## config.mk

```make
export PLATFORM = sky130hd
export DESIGN_NAME = implied_vol_solver_flat
export DESIGN_NICKNAME = d
export VERILOG_FILES = /design/src/rtl/implied_vol_solver_if.sv /design/src/rtl/implied_vol_solver.sv /design/src/flat_wrapper.sv
export SDC_FILE = /design/constraint.sdc
export NUM_CORES = 1
export LEC_CHECK = 0
export CAP_MARGIN = 20
export CORE_ASPECT_RATIO = 0.7
export CORE_MARGIN = 2
export CORE_UTILIZATION = 43
export DETAILED_ROUTE_END_ITERATION = 10
export GPL_TIMING_DRIVEN = 1
export PLACE_DENSITY = 0.71
export SLEW_MARGIN = 10
export SYNTH_ARGS = -nofsm -noshare
export SYNTH_HDL_FRONTEND = slang
export SYNTH_SLANG_ARGS = --single-unit
```

## constraint.sdc

```tcl
create_clock -name clk -period 7.19 [get_ports clk]
set_input_delay 1.0785 -clock clk [delete_from_list [all_inputs] [get_ports clk]]
set_output_delay 1.0785 -clock clk [all_outputs]
set_load 0.02 [all_outputs]
```

## src/rtl/implied_vol_solver_if.sv

```systemverilog
// Pricer port group: operands out to the Black-Scholes pricer,
// model price back from it.
interface implied_vol_solver_if #(
  parameter int WIDTH = 32
);
  logic [WIDTH-1:0] px_spot;
  logic [WIDTH-1:0] px_strike;
  logic [WIDTH-1:0] px_timetm;
  logic [WIDTH-1:0] px_rate;
  logic             px_otype;
  logic [WIDTH-1:0] px_sigma;
  logic [WIDTH-1:0] px_price;

  modport master (
    output px_spot,
    output px_strike,
    output px_timetm,
    output px_rate,
    output px_otype,
    output px_sigma,
    input  px_price
  );

  modport slave (
    input  px_spot,
    input  px_strike,
    input  px_timetm,
    input  px_rate,
    input  px_otype,
    input  px_sigma,
    output px_price
  );
endinterface

```

## src/rtl/implied_vol_solver.sv

```systemverilog
// Implied volatility by bisection on sigma, driving an external
// fixed-latency pricer and comparing its price to the market target.
module implied_vol_solver #(
  parameter int               WIDTH    = 32,
  parameter logic [WIDTH-1:0] SIG_MIN  = 32'h0000_0148,
  parameter logic [WIDTH-1:0] SIG_MAX  = 32'h0005_0000,
  parameter int               MAX_ITER = 24,
  parameter int               LATENCY  = 16,
  parameter logic [WIDTH-1:0] TOL      = 32'h0000_0010
) (
  input  logic                 clk,
  input  logic                 reset,
  input  logic                 start,
  input  logic [WIDTH-1:0]     spot,
  input  logic [WIDTH-1:0]     strike,
  input  logic [WIDTH-1:0]     timetm,
  input  logic [WIDTH-1:0]     rate,
  input  logic                 otype,
  input  logic [WIDTH-1:0]     mkt_price,
  implied_vol_solver_if.master px,
  output logic                 busy,
  output logic                 done,
  output logic [WIDTH-1:0]     sigma_out,
  output logic                 converged,
  output logic                 err
);

  typedef enum logic [2:0] {
    S_IDLE,
    S_ISSUE,
    S_WAIT,
    S_COMPARE,
    S_FINISH
  } state_t;

  localparam logic [7:0] LAT8  = 8'(LATENCY);
  localparam logic [7:0] ITER8 = 8'(MAX_ITER);

  state_t r_state;
  state_t w_next;

  logic [WIDTH-1:0] r_spot;
  logic [WIDTH-1:0] r_strike;
  logic [WIDTH-1:0] r_timetm;
  logic [WIDTH-1:0] r_rate;
  logic             r_otype;
  logic [WIDTH-1:0] r_sigma;
  logic [WIDTH-1:0] r_target;
  logic [WIDTH-1:0] r_lo;
  logic [WIDTH-1:0] r_hi;
  logic [WIDTH-1:0] r_sigma_out;
  logic             r_conv;
  logic             r_err;
  logic             r_done;
  logic [7:0]       r_cnt;
  logic [7:0]       r_iter;

  logic [7:0]       w_iter_nxt;
  logic [WIDTH:0]   w_sum;
  logic [WIDTH-1:0] w_mid;
  logic [WIDTH:0]   w_diff;
  logic [WIDTH:0]   w_abs;
  logic             w_hit;
  logic             w_pos;
  logic             w_last;
  logic             w_bad;

  // One extra bit keeps lo+hi and price-target free of overflow
  assign w_sum  = {r_lo[WIDTH-1], r_lo} + {r_hi[WIDTH-1], r_hi};
  assign w_mid  = WIDTH'($signed(w_sum) >>> 1);
  assign w_diff = {px.px_price[WIDTH-1], px.px_price}
                - {r_target[WIDTH-1], r_target};
  assign w_abs  = w_diff[WIDTH] ? -w_diff : w_diff;
  assign w_hit  = (w_abs <= {1'b0, TOL});
  assign w_pos  = !w_diff[WIDTH] && (w_diff != '0);
  assign w_bad  = mkt_price[WIDTH-1] || (mkt_price == '0);

  assign w_iter_nxt = r_iter + 8'd1;
  assign w_last     = (w_iter_nxt == ITER8);

  always_ff @(posedge clk) begin
    if (reset) r_state <= S_IDLE;
    else       r_state <= w_next;
  end

  always_comb begin
    w_next = r_state;
    unique case (r_state)
      S_IDLE: begin
        if (start) w_next = w_bad ? S_FINISH : S_ISSUE;
      end
      S_ISSUE:   w_next = S_WAIT;
      S_WAIT: begin
        if (r_cnt == 8'd1) w_next = S_COMPARE;
      end
      S_COMPARE: w_next = (w_hit || w_last) ? S_FINISH : S_ISSUE;
      S_FINISH:  w_next = S_IDLE;
      default:   w_next = S_IDLE;
    endcase
  end

  always_ff @(posedge clk) begin
    if (reset) begin
      r_spot      <= '0;
      r_strike    <= '0;
      r_timetm    <= '0;
      r_rate      <= '0;
      r_otype     <= 1'b0;
      r_sigma     <= SIG_MIN;
      r_target    <= '0;
      r_lo        <= '0;
      r_hi        <= '0;
      r_sigma_out <= '0;
      r_conv      <= 1'b0;
      r_err       <= 1'b0;
      r_done      <= 1'b0;
      r_cnt       <= '0;
      r_iter      <= '0;
    end else begin
      r_done <= 1'b0;
      unique case (r_state)
        S_IDLE: begin
          if (start) begin
            r_spot   <= spot;
            r_strike <= strike;
            r_timetm <= timetm;
            r_rate   <= rate;
            r_otype  <= otype;
            r_target <= mkt_price;
            r_lo     <= SIG_MIN;
            r_hi     <= SIG_MAX;
            r_iter   <= '0;
            r_conv   <= 1'b0;
            r_err    <= w_bad;
          end
        end
        S_ISSUE: begin
          r_sigma <= w_mid;
          r_cnt   <= LAT8;
        end
        S_WAIT: r_cnt <= r_cnt - 8'd1;
        S_COMPARE: begin
          r_iter <= w_iter_nxt;
          if (w_hit)      r_conv <= 1'b1;
          else if (w_pos) r_hi   <= r_sigma;
          else            r_lo   <= r_sigma;
        end
        S_FINISH: begin
          r_sigma_out <= r_err ? SIG_MIN : r_sigma;
          r_done      <= 1'b1;
        end
        default: ;
      endcase
    end
  end

  assign px.px_spot   = r_spot;
  assign px.px_strike = r_strike;
  assign px.px_timetm = r_timetm;
  assign px.px_rate   = r_rate;
  assign px.px_otype  = r_otype;
  assign px.px_sigma  = r_sigma;

  assign busy      = (r_state != S_IDLE);
  assign done      = r_done;
  assign sigma_out = r_sigma_out;
  assign converged = r_conv;
  assign err       = r_err;

endmodule

```

## src/flat_wrapper.sv

```systemverilog
// flat-port wrapper written by rule: the top's interface ports become plain ports
module implied_vol_solver_flat 
#(
  parameter int               WIDTH    = 32,
  parameter logic [WIDTH-1:0] SIG_MIN  = 32'h0000_0148,
  parameter logic [WIDTH-1:0] SIG_MAX  = 32'h0005_0000,
  parameter int               MAX_ITER = 24,
  parameter int               LATENCY  = 16,
  parameter logic [WIDTH-1:0] TOL      = 32'h0000_0010
)
  (clk, reset, start, spot, strike, timetm, rate, otype, mkt_price, busy, done, sigma_out, converged, err, px_px_spot, px_px_strike, px_px_timetm, px_px_rate, px_px_otype, px_px_sigma, px_px_price);
  implied_vol_solver_if #(.WIDTH(WIDTH)) px_i ();
  input  logic clk;
  input  logic reset;
  input  logic start;
  input  logic [WIDTH-1:0] spot;
  input  logic [WIDTH-1:0] strike;
  input  logic [WIDTH-1:0] timetm;
  input  logic [WIDTH-1:0] rate;
  input  logic otype;
  input  logic [WIDTH-1:0] mkt_price;
  output logic busy;
  output logic done;
  output logic [WIDTH-1:0] sigma_out;
  output logic converged;
  output logic err;
  output wire logic [$bits(px_i.px_spot)-1:0] px_px_spot;
  output wire logic [$bits(px_i.px_strike)-1:0] px_px_strike;
  output wire logic [$bits(px_i.px_timetm)-1:0] px_px_timetm;
  output wire logic [$bits(px_i.px_rate)-1:0] px_px_rate;
  output wire logic [$bits(px_i.px_otype)-1:0] px_px_otype;
  output wire logic [$bits(px_i.px_sigma)-1:0] px_px_sigma;
  input wire logic [$bits(px_i.px_price)-1:0] px_px_price;
  assign px_px_spot = px_i.px_spot;
  assign px_px_strike = px_i.px_strike;
  assign px_px_timetm = px_i.px_timetm;
  assign px_px_rate = px_i.px_rate;
  assign px_px_otype = px_i.px_otype;
  assign px_px_sigma = px_i.px_sigma;
  assign px_i.px_price = px_px_price;
  implied_vol_solver #(.WIDTH(WIDTH), .SIG_MIN(SIG_MIN), .SIG_MAX(SIG_MAX), .MAX_ITER(MAX_ITER), .LATENCY(LATENCY), .TOL(TOL)) u_core (.clk(clk), .reset(reset), .start(start), .spot(spot), .strike(strike), .timetm(timetm), .rate(rate), .otype(otype), .mkt_price(mkt_price), .px(px_i), .busy(busy), .done(done), .sigma_out(sigma_out), .converged(converged), .err(err));
endmodule
```

==> run metrics <==
Max Cap Viol=0; Wirelength per Cell=18.52 um; area leader, netlist=dfxtp_1; synth warn=0; vias in the first global route=roughly 15,000; status=finished, final reports clean; top-count cell post-synth=nand2_1; P&R area growth vs syn=34.68%; DP HPWL=39.12 mm; global-route wire length before repair=82.30 mm; Rows=58; top cells by area, synth=dfxtp_1 (39%), nand2_1 (10%), a21oi_1 (8.3%); crit path capture type=flip-flop; Hold Crit Class=reg2reg; gp weighted congestion=slightly above 0.9; CTS Sinks=311; Final Hold Vio Count=0; Leak=7.922 nW; Reg2Reg Launch Point=u_core.r_target[0]$_SDFFE_PP0P_; Crit Path Max Fanout=19; Reg2Reg Setup Slack=1.60 ns; Worst-Margin Slew=1.028 ns; total wire length=53.74 mm; Mapped Nets=2,316; Final Worst Setup Slack=around 0.84 ns; top_reg_cell synth=dfxtp_1; required time worst endpoint=7.58 ns; die area=between 30,000 and 40,000 um2; number of synthesized flops with an enable pin=0; core area=36,140 um2; Reg2Reg Depth=17; critical path type=in2reg; CTS buffer count=34; register area share after synthesis=39.18%; min-delay src=u_core.px.px_rate[21]$_SDFFE_PP0P_; CTS resizes=0; Data arrival, critical path=6.74 ns; Area after DPL=about 20,000 um2; final net count=around 2,700; I/O Buffers=392; worst reg2reg endpoint=u_core.r_lo[15]$_SDFFE_PP0P_; io pins=roughly 390; Initial Util=43.97%; CTS tree=done; top post-synthesis cells by count=nand2_1 (444), dfxtp_1 (311), a21oi_1 (265); global route overflow=0; unrepaired setup endpoints after global routing=no; Mapped Cells=roughly 2,000; Max H-tree Level=2; pre-CTS WS=0.3378 ns; Avg Vias per Cell=~5.5; Total Neg Setup Slack=0 ns; Critical path origin=px_px_price[0]; root buffer cell=clkbuf_16; post-synthesis register bit count=311; CTS max path bufs=3; layout cells sized above 1=5.017%; initial DRC count=1,218; post-CTS setup buffers=0; crit start category=input port; Netlist cell types=82; Max VDD drop=184.1 uV; Worst Skew=0.01279 ns; Cell Area, Synth=15,890 um2; clk_lat worst skew=0.53 ns; DRC=0; fin crit share=between 80 and 90%; ys async rst share=0%; min Tclk post-route=6.346 ns; Tot GR Track Use=between 20% and 30%; Die Wd=233.8 um; initial antenna violation count=10; design area=21,400 um2; clk slew on worst S/H paths=roughly 0.060 ns; largest net degree at the start of global routing=194; Vert. Die Dim=164.8 um; Post-CTS Hold Buffers=0; # setup viols final=0; Pwr per Cell Area=242.4 nW/um2; syn_area_per_cell=approximately 7.7 um2; Final Max Slew Viols=0; CP Capture Point=u_core.r_lo[15]$_SDFFE_PP0P_; Synth top area share=39.18%; Antenna Nets Post-Route=0; Max-slew headroom=31.48%; via count=roughly 16,000; iteration count of the initial detailed-routing pass=6; Achievable Freq=0.1576 GHz
-- per-layer routing --
layer | global-route usage, % | wire length (um) | vias to the layer above
met2 | 42.95 | 23930 | 517
met3 | 9.306 | 5135 | 81
met1 | 33.97 | 23180 | 7576
met5 | 0 | 0 | -
li1 | - | - | 7848
met4 | 9.264 | 1492 | 0
-- how the worst min path moves through the flow --
stage                                               to  slack (ns)  depth (start not counted)
floorplan             u_core.r_target[10]$_SDFFE_PP0P_        0.44                          2
global placement     u_core.px.px_rate[1]$_SDFFE_PP0P_        0.44                          2
detailed placement   u_core.px.px_rate[4]$_SDFFE_PP0P_        0.45                          2
CTS                  u_core.px.px_rate[4]$_SDFFE_PP0P_        0.45                          2
global route        u_core.px.px_rate[27]$_SDFFE_PP0P_        0.47                          2
finish              u_core.px.px_rate[21]$_SDFFE_PP0P_        0.45                          2
-- through the flow --
step | util [%] | power, mW | cells | hold WS [ns]
6_report | 59.22 | 5.187 | 2902 | 0.4523
5_1_grt | 59.21 | 5.439 | 2901 | 0.4704
4_1_cts | 59.07 | 5.208 | 2891 | 0.4542
3_5_place_dp | 55.93 | 3.402 | 2830 | 0.4458
3_3_place_gp | 55.93 | 3.388 | 2830 | 0.4411
2_1_floorplan | - | 2.831 | 2052 | 0.4363
-- cell families after synthesis --
logic type / Yosys count / synth area share (%)
AO/OA/AOI/OAI: 561 / 22.58
XOR/XNOR: 49 / 2.701
adder cells (fa/ha/maj): 68 / 5.449
buffers and inverters: 240 / 5.756
flip-flops: 311 / 39.18
multiplexers: 39 / 2.488
AND/OR/NAND/NOR: 784 / 21.84
-- sequential cells by signal, indices dropped and copies added (netlist names) --
name	cells
u_core.r_lo	32
u_core.r_iter	8
u_core.px.px_sigma	32
u_core.px.px_rate	32
u_core.r_cnt	8
u_core.r_state	3
u_core.px.px_timetm	32
u_core.r_hi	32
u_core.px.px_otype	1
u_core.err	1
u_core.converged	1
u_core.px.px_strike	32
u_core.r_target	32
u_core.px.px_spot	32
u_core.sigma_out	32
u_core.done	1
-- cell type report --
| cell class | count | area [um2] |
|---|---|---|
| fill | 3213 | 14740 |
| multi-input combinational | 1501 | 8792 |
| sequential | 311 | 6226 |
| timing repair buffer | 415 | 4158 |
| clock buffer | 47 | 991.0 |
| tap | 480 | 600.6 |
| inverter | 124 | 465.4 |
| clock inverter | 14 | 142.6 |
| antenna | 10 | 25.02 |
-- placed cells by master, fill, tap and decap left out, types with 7 or more instances in the layout --
master / Yosys / final
nand2_1: 444 / 443
clkdlybuf4s50_1: 0 / 391
dfxtp_1: 311 / 311
a21oi_1: 265 / 264
inv_1: 123 / 123
nor2_1: 115 / 114
ha_1: 66 / 66
nand3_1: 62 / 62
o21ai_0: 50 / 50
mux2i_1: 35 / 35
clkbuf_16: 0 / 35
xnor2_1: 31 / 31
nor3_1: 29 / 29
a22o_1: 29 / 29
o32ai_1: 29 / 29
a21o_1: 25 / 25
o21a_1: 22 / 22
a211oi_1: 19 / 19
buf_4: 2 / 19
xor2_1: 18 / 18
a31oi_1: 17 / 17
nor4_1: 16 / 16
nand4_1: 16 / 16
or3_1: 14 / 14
nand2b_1: 12 / 12
o31ai_1: 11 / 11
and3_1: 11 / 11
or2_2: 11 / 11
o211ai_1: 11 / 11
diode_2: 0 / 10
and2_1: 11 / 10
o21bai_1: 9 / 9
clkinv_2: 0 / 9
nand3b_1: 8 / 8
clkbuf_8: 0 / 8
o2111ai_1: 7 / 7
or4_1: 7 / 7
o22ai_1: 7 / 7
nor2b_1: 8 / 7
-- where the power goes --
group	internal, mW	switching, mW	leakage, nW	total (mW)
clock network	1.04	0.751	0.570	1.80
registers	1.84	0.0794	2.53	1.92
logic	0.578	0.889	4.82	1.47
-- worst max-delay path, cell delays in order --
cell and delay [ns]:
clkdlybuf4s50_1 0.46, inv_1 0.05, ha_1 0.21, fa_1 0.41, nand2b_1 0.18, a211oi_1 0.35, o221ai_1 0.22, a211o_1 0.37
a211o_1 0.30, or4_4 0.59, nor2_2 0.17, nand4_1 0.14, nor4_1 0.31, o22ai_1 0.18, o211ai_2 0.36, inv_1 0.22
a311oi_4 0.65, buf_4 0.37, o32ai_1 0.12
(Power assumes the default switching activity.)
